$ cat config.mk
export PLATFORM = sky130hd
export DESIGN_NAME = uart_cmd_rx
export DESIGN_NICKNAME = d
export VERILOG_FILES = /design/src/rtl/cam_uart_pkg.sv /design/src/rtl/uart_rx_byte.sv /design/src/rtl/uart_cmd_rx.sv
export SDC_FILE = /design/constraint.sdc
export NUM_CORES = 1
export LEC_CHECK = 0
export ABC_AREA = 1
export ABC_CLOCK_PERIOD_IN_PS = 1630
export BUFFER_PORTS_ARGS = -buffer_cell sky130_fd_sc_hd__buf_2
export CAP_MARGIN = 0
export CORE_MARGIN = 4
export CORE_UTILIZATION = 53
export CTS_CLUSTER_SIZE = 16
export DETAILED_ROUTE_END_ITERATION = 6
export MAX_ROUTING_LAYER = met4
export PLACE_DENSITY = 0.75
export SYNTH_ARGS = -nofsm -noshare
export SYNTH_HDL_FRONTEND = slang
export SYNTH_SLANG_ARGS = --single-unit
$ cat constraint.sdc
create_clock -name Clk -period 1.63 [get_ports Clk]
set_clock_uncertainty 0.1 [all_clocks]
set_input_delay 0.163 -clock Clk [delete_from_list [all_inputs] [get_ports Clk]]
set_output_delay 0.163 -clock Clk [all_outputs]
set_load 0.01 [all_outputs]
$ cat src/rtl/cam_uart_pkg.sv
// Constants and state encodings shared by the camera board UART receive and transmit paths.
// CMD_CHECKSUM_EN selects the 4-byte packet format that carries a checksum byte.
package cam_uart_pkg;

  localparam int         CLKS_PER_BIT  = 1085;
  localparam int         CLKS_PER_BYTE = 11 * CLKS_PER_BIT;
  localparam logic [7:0] HEADER_BYTE   = 8'hA5;

  typedef enum logic [2:0] {
    IDLE,
    START,
    DATA,
    STOP,
    RECOVER
  } byte_state_e;

  typedef enum logic [1:0] {
    P_HDR,
    P_ADDR,
    P_DATA
`ifdef CMD_CHECKSUM_EN
    , P_SUM
`endif
  } pkt_state_e;

endpackage

$ cat src/rtl/uart_rx_byte.sv
// 8N1 byte receiver: 2-flop input synchroniser followed by a start/data/stop bit FSM.
// A byte is presented with a one-cycle valid pulse; a low stop bit gives a framing-error pulse instead.
module uart_rx_byte
  import cam_uart_pkg::*;
#(
  parameter int CLKS_PER_BIT = cam_uart_pkg::CLKS_PER_BIT
) (
  input  logic       clk,
  input  logic       rst_n,
  input  logic       rx,
  output logic [7:0] rx_byte,
  output logic       rx_valid,
  output logic       frame_err
);

  localparam int               CNT_W     = $clog2(CLKS_PER_BIT);
  localparam logic [CNT_W-1:0] HALF_LAST = CNT_W'(CLKS_PER_BIT / 2 - 1);
  localparam logic [CNT_W-1:0] BIT_LAST  = CNT_W'(CLKS_PER_BIT - 1);

  logic             rx_meta_q, rx_sync_q, rx_prev_q;
  byte_state_e      state_q, state_d;
  logic [CNT_W-1:0] cnt_q, cnt_d;
  logic [2:0]       bit_idx_q, bit_idx_d;
  logic [7:0]       shift_q, shift_d;
  logic [7:0]       byte_q, byte_d;
  logic             valid_q, valid_d;
  logic             ferr_q, ferr_d;

  // NOTE: the synchroniser chain is deliberately left out of reset so it keeps tracking the
  // line; a line already low at reset release then shows no falling edge and goes to RECOVER.
  always_ff @(posedge clk) begin
    rx_meta_q <= rx;
    rx_sync_q <= rx_meta_q;
    rx_prev_q <= rx_sync_q;
  end

  // NOTE: every signal gets a default before the case so no path leaves one unassigned (no latches).
  always_comb begin
    state_d   = state_q;
    cnt_d     = cnt_q + CNT_W'(1);
    bit_idx_d = bit_idx_q;
    shift_d   = shift_q;
    byte_d    = byte_q;
    valid_d   = 1'b0;
    ferr_d    = 1'b0;
    unique case (state_q)
      IDLE: begin
        cnt_d = '0;
        if (!rx_sync_q) state_d = rx_prev_q ? START : RECOVER;
      end
      START: begin
        if (cnt_q == HALF_LAST) begin
          cnt_d     = '0;
          bit_idx_d = '0;
          state_d   = rx_sync_q ? IDLE : DATA;
        end
      end
      DATA: begin
        if (cnt_q == BIT_LAST) begin
          cnt_d     = '0;
          shift_d   = {rx_sync_q, shift_q[7:1]};
          bit_idx_d = bit_idx_q + 3'd1;
          if (bit_idx_q == 3'd7) state_d = STOP;
        end
      end
      STOP: begin
        if (cnt_q == BIT_LAST) begin
          cnt_d = '0;
          if (rx_sync_q) begin
            byte_d  = shift_q;
            valid_d = 1'b1;
            state_d = IDLE;
          end else begin
            ferr_d  = 1'b1;
            state_d = RECOVER;
          end
        end
      end
      RECOVER: begin
        cnt_d = '0;
        if (rx_sync_q) state_d = IDLE;
      end
      default: state_d = IDLE;
    endcase
  end

  // NOTE: state registers use non-blocking assignments so every flop samples pre-edge values.
  always_ff @(posedge clk) begin
    if (!rst_n) begin
      state_q   <= IDLE;
      cnt_q     <= '0;
      bit_idx_q <= '0;
      shift_q   <= '0;
      byte_q    <= '0;
      valid_q   <= 1'b0;
      ferr_q    <= 1'b0;
    end else begin
      state_q   <= state_d;
      cnt_q     <= cnt_d;
      bit_idx_q <= bit_idx_d;
      shift_q   <= shift_d;
      byte_q    <= byte_d;
      valid_q   <= valid_d;
      ferr_q    <= ferr_d;
    end
  end

  assign rx_byte   = byte_q;
  assign rx_valid  = valid_q;
  assign frame_err = ferr_q;

endmodule

$ cat src/rtl/uart_cmd_rx.sv
// UART command receiver: turns header/addr/data[/checksum] packets into register-write pulses.
// With CMD_CHECKSUM_EN defined a fourth checksum byte is required and verified.
module uart_cmd_rx
  import cam_uart_pkg::*;
#(
  parameter int         CLKS_PER_BIT = cam_uart_pkg::CLKS_PER_BIT,
  parameter logic [7:0] HEADER_BYTE  = cam_uart_pkg::HEADER_BYTE,
  parameter int         TIMEOUT_CLKS = 4 * CLKS_PER_BYTE
) (
  input  logic       Clk,
  input  logic       i_Rst_n,
  input  logic       i_RX,
  output logic [7:0] o_Byte,
  output logic       o_Byte_Valid,
  output logic [7:0] o_Cmd_Addr,
  output logic [7:0] o_Cmd_Data,
  output logic       o_Cmd_Valid,
  output logic       o_Cmd_Error,
  output logic       o_Busy
);

  localparam logic [15:0] TMO_LAST = 16'(TIMEOUT_CLKS - 1);

  logic [7:0] rx_byte;
  logic       rx_valid;
  logic       frame_err;

  pkt_state_e  pkt_q, pkt_d;
  logic [7:0]  addr_q, addr_d;
`ifdef CMD_CHECKSUM_EN
  logic [7:0]  data_q, data_d;
`endif
  logic [7:0]  cmd_addr_q, cmd_addr_d;
  logic [7:0]  cmd_data_q, cmd_data_d;
  logic        cmd_valid_q, cmd_valid_d;
  logic        cmd_err_q, cmd_err_d;
  logic [15:0] tmo_q, tmo_d;

  uart_rx_byte #(
    .CLKS_PER_BIT(CLKS_PER_BIT)
  ) u_rx_byte (
    .clk      (Clk),
    .rst_n    (i_Rst_n),
    .rx       (i_RX),
    .rx_byte  (rx_byte),
    .rx_valid (rx_valid),
    .frame_err(frame_err)
  );

  always_comb begin
    pkt_d       = pkt_q;
    addr_d      = addr_q;
`ifdef CMD_CHECKSUM_EN
    data_d      = data_q;
`endif
    cmd_addr_d  = cmd_addr_q;
    cmd_data_d  = cmd_data_q;
    cmd_valid_d = 1'b0;
    cmd_err_d   = 1'b0;
    tmo_d       = (rx_valid || pkt_q == P_HDR) ? 16'd0 : tmo_q + 16'd1;

    // A byte landing on the expiry cycle wins, so the timeout branch is only reached without one.
    if (rx_valid) begin
      unique case (pkt_q)
        P_HDR: if (rx_byte == HEADER_BYTE) pkt_d = P_ADDR;
        P_ADDR: begin
          addr_d = rx_byte;
          pkt_d  = P_DATA;
        end
`ifdef CMD_CHECKSUM_EN
        P_DATA: begin
          data_d = rx_byte;
          pkt_d  = P_SUM;
        end
        P_SUM: begin
          pkt_d = P_HDR;
          if (rx_byte == 8'(addr_q + data_q)) begin
            cmd_addr_d  = addr_q;
            cmd_data_d  = data_q;
            cmd_valid_d = 1'b1;
          end else begin
            cmd_err_d = 1'b1;
          end
        end
`else
        P_DATA: begin
          cmd_addr_d  = addr_q;
          cmd_data_d  = rx_byte;
          cmd_valid_d = 1'b1;
          pkt_d       = P_HDR;
        end
`endif
        default: pkt_d = P_HDR;
      endcase
    end else if (frame_err || (pkt_q != P_HDR && tmo_q == TMO_LAST)) begin
      cmd_err_d = 1'b1;
      pkt_d     = P_HDR;
    end
  end

  always_ff @(posedge Clk) begin
    if (!i_Rst_n) begin
      pkt_q       <= P_HDR;
      addr_q      <= '0;
`ifdef CMD_CHECKSUM_EN
      data_q      <= '0;
`endif
      cmd_addr_q  <= '0;
      cmd_data_q  <= '0;
      cmd_valid_q <= 1'b0;
      cmd_err_q   <= 1'b0;
      tmo_q       <= '0;
    end else begin
      pkt_q       <= pkt_d;
      addr_q      <= addr_d;
`ifdef CMD_CHECKSUM_EN
      data_q      <= data_d;
`endif
      cmd_addr_q  <= cmd_addr_d;
      cmd_data_q  <= cmd_data_d;
      cmd_valid_q <= cmd_valid_d;
      cmd_err_q   <= cmd_err_d;
      tmo_q       <= tmo_d;
    end
  end

  assign o_Byte       = rx_byte;
  assign o_Byte_Valid = rx_valid;
  assign o_Cmd_Addr   = cmd_addr_q;
  assign o_Cmd_Data   = cmd_data_q;
  assign o_Cmd_Valid  = cmd_valid_q;
  assign o_Cmd_Error  = cmd_err_q;
  assign o_Busy       = (pkt_q != P_HDR);

endmodule
==> run summary <==
By startpoint and endpoint, the worst setup path is classified as flip-flop to flip-flop. The number of synthesized flops with an enable pin came out at 0. The via density per instance is 5.127. The routed wire length is 7044 um. The final estimated routing congestion in global placement came out at 0.8225. The total number of placement rows is 28. Setup violations remaining at the end of the flow were counted as 13.

The tree is rooted in a clkbuf_8. The post-synth design cell area came out at 3359 um^2. For this design the static power due to leakage is 0.001673 uW.

TritonCTS built the clock tree. Once routing completed, OpenROAD measured the worst setup slack at -0.1452 ns. The commonest non-fill, non-tap cell in the layout is dfxtp_1.

The half-perimeter wire length after placement is 4812 um. The startpoint type of the worst setup path is a flip-flop. In the layout the commonest cells are 77 x dfxtp_1, 64 x nor2_1, 49 x nand2_1. Walking the worst path, the cells encountered are inv_4 > ha_4 > inv_2 > nor2_2 > nand3_2 > o21ai_4 > nand2_4 > o21ai_4 > clkbuf_16 > nor2_2. The share of synthesized registers carrying an async set or reset is 0%. After the flow finishes, the layout carries non-filler instances totaling 558.

The path type of the worst min-delay path is primary input to flip-flop. The fraction of final layout cells sized beyond drive strength 1 came out at 24.02%. The largest individual stage delay along the critical path comes from the cell dfxtp_2.

The hold violation count in the final report was 0. The worst path in the final design needs a cycle of 1.775 ns, including I/O delays and setup. The longest clock path from root to sink contains 2 buffers.

The synthesized instance count is 432. The checks that failed: negative setup slack. The total instance count after detailed placement came out at 538. The maximum ir drop on the vdd rail is 0.001058 V. The largest stage delay on the critical path came out at 0.35 ns.

The count of nets left with antenna violations after detail routing came out at 0. The routed length per instance is 12.62 um. Entering global routing, the biggest net connects 27 pins.

The repair_antennas step left the layout with diodes totalling 0. The most used flip-flop cell after synthesis is dfxtp_1. The post-route cell area came out at 4026 um^2. The overall fraction of global-route tracks in use is 19.71%. Of the post-synthesis cell area, the dominant cell type holds 48.86%. The number of warnings reported in the yosys synthesis log is 0. The via count of the first global-routing pass came out at 2651. The global route total overflow came out at 0. The total nets after synthesis is 441. The area of the placeable core came out at 6026 um^2. The synthesized area per cell is 7.777 um^2. The number of max-capacitance violations reported came out at 0. The run finished, with violations left. Relative to the synthesized area, the layout overhead comes to 19.85%. The worst setup path is captured at a flip-flop. The first detailed-routing pass ran for 4 iterations.

The vertical die dimension is 87.62 um. The area enclosed by the die boundary is 7676 um^2. In this run, synthesis produced a sequential element count of 82. The number of max-slew violations in the final report is 0. The cell area power density came out at 1058 nW/um^2. STA puts the critical path data required time at 1.77 ns. The count of boundary I/O pins is 31. The number of DRC violations after detailed routing is 0.

In this run the tightest slew margin relative to its limit is 81.32%. Hold is met by 0.07853 ns. The clock slew seen by the registers of the worst setup and hold paths is 0.08 ns.

The power consumption came out at 4259 uW. The overall die width is 87.62 um. Clock latency on the worst-skew pair, taken at its later pin, is 0.35 ns.

The wire length of the first global-routing pass is 11670 um. The measured slew at the worst slew-check pin came out at 0.2780 ns. Summed over all instances, the cell type with the most area after synthesis is dfxtp_1. The post-placement cell area is 3645 um^2. The initial antenna violation count is 0. The quantity of I/O buffers inserted on ports came out at 30. The detailed router finished its first iteration with 149 violations. The maximum level of the CTS H-tree is 3.

The arrival time reported for the critical path endpoint came out at 1.92 ns. The number of nets in the layout is 487. The highest net fanout along the worst path came out at 5. Counting the buffers created by CTS gives 9. The number of clock sinks is 82. The post-synthesis cell type count is 36. The final period utilization is 108.9%. Detailed routing inserted a total of 2861 vias. After synthesis, the cell types taking the most area are dfxtp_1 49%, nor2_1 8.2%, o21ai_0 7.0%.

Summing the sequential cell areas from Yosys gives 48.86% of the chip area. Setup repair after global routing could not meet its margin everywhere. Timing would allow up to 563.3 MHz. The starting utilization of the core area is 55.75%.
## worst max-delay path, delay by kind of cell, from the launching register on
family / cells / cell delay, ns
buffers and inverters: 3 / 0.30
adders and majority gates: 1 / 0.12
and+or+nand+nor: 4 / 0.32
AOI/OAI and AO/OA: 2 / 0.47
DFF: 1 / 0.35
## path summary, 6_finish.rpt
kind / cells past startpoint / endpoint / start / slack [ns]
max: 10 / u_rx_byte.cnt_q[6]$_SDFF_PN0_ / u_rx_byte.cnt_q[1]$_SDFF_PN0_ / -0.15
min reg2reg: 0 / u_rx_byte.rx_sync_q$_DFF_P_ / u_rx_byte.rx_meta_q$_DFF_P_ / 0.24
min: 3 / u_rx_byte.rx_valid$_SDFF_PN0_ / i_Rst_n / 0.08
max reg2reg: 10 / u_rx_byte.cnt_q[6]$_SDFF_PN0_ / u_rx_byte.cnt_q[1]$_SDFF_PN0_ / -0.15
## registers in the layout, indices dropped and copies added, names as in the netlist, 2 cells and up
signal	flops
addr_q	8
o_Cmd_Addr	8
o_Cmd_Data	8
pkt_q	2
tmo_q	16
u_rx_byte.bit_idx_q	3
u_rx_byte.cnt_q	11
u_rx_byte.rx_byte	8
u_rx_byte.shift_q	8
u_rx_byte.state_q	3
## Yosys cell counts, types with 2 or more instances
cell type / number
nor3_1: 6
o21ai_2: 2
nand4_1: 6
dfxtp_1: 82
nor3b_1: 4
nand2_1: 51
nand3b_1: 2
xor2_1: 8
nor2_2: 11
o21ai_0: 47
ha_1: 6
inv_1: 48
nand3_1: 15
buf_6: 2
inv_2: 2
a21oi_1: 36
o21a_1: 2
nor2_1: 73
o21ai_1: 2
nor3_2: 2
nand2_2: 4
clkbuf_1: 7
## report_power, final
| part | total (uW) | switching (uW) | internal, uW |
|---|---|---|---|
| combinational | 725 | 412 | 313 |
| sequential | 2150 | 78.1 | 2070 |
| clock | 1390 | 802 | 583 |
## per-layer routing
metal	track usage, %	share of wire, %
met1	25.29	48
met3	3.669	2.9
met2	30.68	47
met5	-	0
met4	7.950	2.1
## cells by family after synthesis
| kind of cell | after synthesis | synth area share (%) |
|---|---|---|
| AND/OR/NAND/NOR | 179 | 24.32 |
| AO/OA/AOI/OAI | 94 | 14.71 |
| flip-flops | 82 | 48.86 |
| buffers and inverters | 62 | 7.523 |
| XOR/XNOR | 9 | 2.346 |
| adder cells (fa/ha/maj) | 6 | 2.235 |
## per-stage QoR
step           setup WS (ns)  setup TNS [ns]  util (%)
2_1_floorplan         0.1112               0         -
3_3_place_gp         0.04812               0     60.49
3_5_place_dp        -0.04473         -0.4425     60.49
4_1_cts             -0.03376         -0.2633     63.81
5_1_grt              -0.2147          -3.684     66.82
6_report             -0.1452          -1.353     66.82
## final cells by class
type / instances / area, um^2
Sequential cell: 82 / 1648
Timing Repair Buffer: 46 / 302.8
Fill cell: 501 / 1999
Inverter: 51 / 197.7
Clock buffer: 9 / 123.9
Tap cell: 75 / 93.84
Clock inverter: 7 / 58.81
Multi-Input combinational cell: 288 / 1602
## timing repair
item / CTS / global route
gates cloned: 0 / 1
endpoints found under the setup margin: 17 / 44
buffers inserted: 0 / 2
endpoints found under the hold margin: 1 / 0
gates resized for setup: 3 / 45
hold buffers: 1 / 0
pin swaps: 1 / 10
Note: power is estimated with default switching activity, not from simulation.
